## config.mk

```make
export PLATFORM = sky130hd
export DESIGN_NAME = vxc_stream_ctrl
export DESIGN_NICKNAME = d
export VERILOG_FILES = /design/src/rtl/vxc_stream_ctrl.sv
export SDC_FILE = /design/constraint.sdc
export NUM_CORES = 1
export LEC_CHECK = 0
export ABC_AREA = 1
export BUFFER_PORTS_ARGS = -buffer_cell sky130_fd_sc_hd__buf_2
export CAP_MARGIN = 10
export CORE_AREA = 4 4 625 627
export DETAILED_ROUTE_END_ITERATION = 12
export DIE_AREA = 0 0 629 631
export GPL_ROUTABILITY_DRIVEN = 1
export GPL_TIMING_DRIVEN = 0
export PLACE_DENSITY = 0.3
export SYNTH_ARGS = -nofsm -noshare
export SYNTH_HDL_FRONTEND = slang
export SYNTH_SLANG_ARGS = --single-unit
```

## constraint.sdc

```tcl
create_clock -name clk -period 1.8 [get_ports clk]
set_input_delay 0 -clock clk [delete_from_list [all_inputs] [get_ports clk]]
set_output_delay 0 -clock clk [all_outputs]
set_load 0.005 [all_outputs]
```

## src/rtl/vxc_stream_ctrl.sv

```systemverilog
// Streaming controller feeding the vector-times-constant unit: issues chunk reads, tracks the
// unit latency with a per-chunk valid/address pipeline and writes masked results back.
module vxc_stream_ctrl #(
  parameter int unsigned NOE           = 16,
  parameter int unsigned NI            = 8,
  parameter int unsigned element_width = 32,
  parameter int unsigned LAT           = 4,
  parameter int unsigned ADDR_W        = 8
) (
  input  logic                          clk,
  input  logic                          reset,
  input  logic                          start,
  input  logic                          op_in,
  input  logic [element_width-1:0]      constant_in,
  output logic                          rd_en,
  output logic [ADDR_W-1:0]             rd_addr,
  input  logic [element_width*NI-1:0]   first_row_data,
  input  logic [element_width*NI-1:0]   second_row_data,
  output logic [element_width*NI-1:0]   first_row_input,
  output logic [element_width*NI-1:0]   second_row_input,
  output logic [element_width-1:0]      constant,
  output logic                          op,
  input  logic [element_width*NI-1:0]   result,
  output logic                          wr_en,
  output logic [ADDR_W-1:0]             wr_addr,
  output logic [element_width*NI-1:0]   wr_data,
  output logic                          busy,
  output logic                          finish
);

  localparam int unsigned CHUNKS = (NOE + NI - 1) / NI;
  localparam int unsigned DEPTH  = 2 + LAT;
  localparam logic [ADDR_W-1:0] LastAddr = ADDR_W'(CHUNKS - 1);

  typedef enum logic [1:0] {StIdle, StIssue, StDrain, StDone} state_e;

  state_e            state;
  logic [DEPTH-1:0]  vld_pipe;
  logic [ADDR_W-1:0] addr_pipe [DEPTH];

  always_ff @(posedge clk or negedge reset) begin
    if (!reset) begin
      state    <= StIdle;
      rd_en    <= 1'b0;
      rd_addr  <= '0;
      busy     <= 1'b0;
      finish   <= 1'b0;
      constant <= '0;
      op       <= 1'b0;
    end else begin
      finish <= 1'b0;
      unique case (state)
        StIdle: begin
          if (start) begin
            constant <= constant_in;
            op       <= op_in;
            rd_addr  <= '0;
            rd_en    <= 1'b1;
            busy     <= 1'b1;
            state    <= StIssue;
          end
        end
        StIssue: begin
          if (rd_addr == LastAddr) begin
            rd_en <= 1'b0;
            state <= StDrain;
          end else begin
            rd_addr <= rd_addr + ADDR_W'(1);
          end
        end
        StDrain: begin
          // Finish is raised the cycle after the final chunk is written.
          if (wr_en && (wr_addr == LastAddr)) begin
            finish <= 1'b1;
            state  <= StDone;
          end
        end
        StDone: begin
          busy  <= 1'b0;
          state <= StIdle;
        end
        default: state <= StIdle;
      endcase
    end
  end

  // Stage 0 marks the cycle memory data returns; the last stage lines up with the unit result.
  always_ff @(posedge clk or negedge reset) begin
    if (!reset) begin
      vld_pipe         <= '0;
      first_row_input  <= '0;
      second_row_input <= '0;
      for (int i = 0; i < DEPTH; i++) begin
        addr_pipe[i] <= '0;
      end
    end else begin
      vld_pipe     <= {vld_pipe[DEPTH-2:0], rd_en};
      addr_pipe[0] <= rd_addr;
      for (int i = 1; i < DEPTH; i++) begin
        addr_pipe[i] <= addr_pipe[i-1];
      end
      if (vld_pipe[0]) begin
        first_row_input  <= first_row_data;
        second_row_input <= second_row_data;
      end
    end
  end

  assign wr_en   = vld_pipe[DEPTH-1];
  assign wr_addr = addr_pipe[DEPTH-1];

  always_comb begin
    wr_data = '0;
    if (wr_en) begin
      for (int unsigned j = 0; j < NI; j++) begin
        if ((32'(wr_addr) * NI + j) < NOE) begin
          wr_data[element_width*(NI-j)-1 -: element_width] =
            result[element_width*(NI-j)-1 -: element_width];
        end
      end
    end
  end

endmodule

```

==> flow_metrics.env <==
export IMPL_rsz0062_at_grt="true"
export IMPL_clk_latency_ns=0.85
export IMPL_status="finished with violations"
export IMPL_hold_violations=246
export IMPL_grt_pass1_vias=29000
export IMPL_met1_length_mm=77.0
export IMPL_nFillCells=43700
export IMPL_synth_cell_type_count=25
export IMPL_violations="hold timing, setup timing"
export IMPL_antenna_found_initial=140
export IMPL_nets=5501
export IMPL_finish_utilization=0.141
export IMPL_worstMarginPinSlew_ns=0.665
export IMPL_yosys_warnings=0
export IMPL_fin_skew_ns=0.0859
export IMPL_hold_buffers=997
export IMPL_period_minus_slack_ns=2.38
export IMPL_gp_congestion=0.986
export IMPL_die_w_um=629
export IMPL_syn_avg_cell_area_um2=12.7
export IMPL_dr_wl_met2_mm=123
export IMPL_routed_top_layer="met5"
export IMPL_cts_root_buffer="clkbuf_16"
export IMPL_slew_headroom=0.557
export IMPL_synth_nets=2762
export IMPL_required_ns=1.80
export IMPL_post_dp_hpwl_mm=199
export IMPL_wl_met3_mm=22.3
export IMPL_drive_gt1_frac=0.544
export IMPL_yosys_register_bits=612
export IMPL_numClockSinks=612
export IMPL_maxCapViolCount=0
export IMPL_first_pass_iters=5
export IMPL_num_rows=228
export IMPL_setup_viol=336
export IMPL_crit_arrival_ns=2.38
export IMPL_drc=0
export IMPL_die_area_mm2=0.397
export IMPL_drt_iter0_markers=850
export IMPL_critPathCaptureType="output pin"
export IMPL_ys_seq_area_frac=0.615
export IMPL_fmax_ghz=0.420
export IMPL_drv_slew=0
export IMPL_syn_cell_area_mm2=0.0249
export IMPL_cts_buffer_depth=4
export IMPL_area_growth_syn_to_layout_pct=119
export IMPL_finalPower_mw=87.7
export IMPL_leakagePower_nw=24.3
export IMPL_critical_path_class="reg2out"
export IMPL_core_mm2=0.385
export IMPL_p_per_area_mw_per_mm2=1610
export IMPL_min_period_over_period=1.32
export IMPL_die_h_um=631
export IMPL_cts_buffers=90
export IMPL_clk_pin_slew_ns=0.06
export IMPL_min_path_type="in2async"
export IMPL_grt_ovfl_total=0
export IMPL_ios=1625
export IMPL_cts_tree="yes"
export IMPL_cp_max_fo=10
export IMPL_vias=26800
export IMPL_grt_usage=0.111
export IMPL_worst_slack_ns=-0.579
export IMPL_antenna_left=0
export IMPL_ir_drop_mv=0.858
export IMPL_wl_mm=231
export IMPL_hold_ws_ns=-0.820
export IMPL_io_buffer_count=1624
export IMPL_cts_htree_levels=3
export IMPL_critPathLaunchType="flip-flop"
export IMPL_viasPerCell=2.71
export IMPL_initial_core_util=0.0647
export IMPL_grt_pass1_wl_mm=294
export IMPL_synthCells=1952
export IMPL_wl_per_cell_um=23.4
export IMPL_grt_max_degree=112
[power by group]
group	leakage [nW]	switching, mW	internal (mW)
logic	15.5	25.2	20.2
clock network	1.45	7.44	10.9
registers	7.30	3.57	20.4
total	24.3	36.2	51.5
[path summary, 6_finish.rpt]
path | start | to | slack [ns] | depth (start not counted)
max | wr_addr[7] | wr_data[41] | -0.58 | 6
min | reset | first_row_input[99] | -0.82 | 1
max reg2reg | vld_pipe[0] | second_row_input[116] | -0.12 | 4
min reg2reg | addr_pipe[41] | addr_pipe[33] | 0.34 | 0
max in group asynchronous | reset | first_row_input[74] | 0.75 | 4
min in group clk | second_row_data[187] | second_row_input[187] | 0.06 | 3
[kinds of logic after synthesis]
| family | Yosys count | synth area share |
|---|---|---|
| and+or+nand+nor | 662 | 0.101 |
| buffers and inverters | 143 | 0.0446 |
| muxes | 512 | 0.232 |
| DFF | 612 | 0.615 |
| xor gates and xnor gates | 3 | 0.00106 |
| AOI/OAI and AO/OA | 14 | 0.00307 |
| adders and majority gates | 6 | 0.00302 |
[critical path: stages (launching register included)]
cell and delay (ns):
dfrtp_1 0.41, nor2_2 0.16, nand3_4 0.16, buf_12 0.19, buf_12 0.18, nor2_4 0.28
buf_2 0.19
[placed cells by master (no fill, tap or decap), drive strengths merged, types with 5 or more instances in the layout]
cell type / Yosys / routed
buf: 124 / 1770
bufinv: 0 / 7
clkbuf: 3 / 133
clkinv: 0 / 18
clkinvlp: 0 / 5
dfrtp: 612 / 612
diode: 0 / 45
dlygate4sd3: 0 / 997
ha: 6 / 6
inv: 16 / 17
mux2: 512 / 512
nand2: 384 / 384
nand3: 5 / 5
nor2: 267 / 267
o21ai: 12 / 12
[state kept, by name, summed over array words and instances (netlist names), 2 cells and up]
signal            flops
first_row_input     256
state                 2
second_row_input    256
vld_pipe              6
addr_pipe            40
wr_addr               8
rd_addr               8
constant             32
[synthesized netlist by cell type, drive strengths merged]
master / count / share of area
dfrtp: 612 / 0.62
mux2: 512 / 0.23
nand2: 384 / 0.058
nor2: 267 / 0.041
buf: 124 / 0.042
inv: 16 / 0.0024
o21ai: 12 / 0.0026
ha: 6 / 0.0030
nand3: 5 / 0.0010
clkbuf: 3 / 0.00045
nand4: 2 / 0.00050
nor3: 2 / 0.00040
xor2: 2 / 0.00070
a21oi: 1 / 0.00020
nand3b: 1 / 0.00030
nor3b: 1 / 0.00030
o21bai: 1 / 0.00030
xnor2: 1 / 0.00035
[timing repair]
action | in CTS | in global routing
cloned | 0 | 5
pin swaps | 18 | 42
endpoints found under the setup margin | 472 | 491
endpoints found under the hold margin | 801 | 246
buffers inserted | 10 | 9
resized for setup | 311 | 146
[per-stage QoR]
stage | setup slack, ns | std cells | TNS (ns) | area, um^2
after floorplan | 0.448 | 1952 | 0 | 24900
after global placement | -14.29 | 8636 | -8663.15 | 39300
after detailed placement | -1.04 | 8642 | -113.50 | 39500
after CTS | -0.753 | 9805 | -180.89 | 53600
after global routing | -0.699 | 9836 | -173.30 | 54300
final | -0.579 | 9861 | -104.77 | 54400
[metal layers]
metal / vias up / GRT usage
met5: - / 0
met4: 62 / 0.0343
met3: 315 / 0.0483
met2: 1277 / 0.212
met1: 13100 / 0.107
li1: 12000 / -
[layout make-up]
class,instances,area [um^2],area share
repair buffers,2651,19000,0.349
flip-flops and latches,612,15300,0.282
multi-input cells,1197,9260,0.170
well taps,5060,6330,0.116
clock buffers,126,2570,0.0472
plain buffers,123,1340,0.0247
clock inverters,31,398,0.00732
diodes,45,113,0.00207
inverters,16,60.1,0.00110
Power figures use the tool's default switching activity.
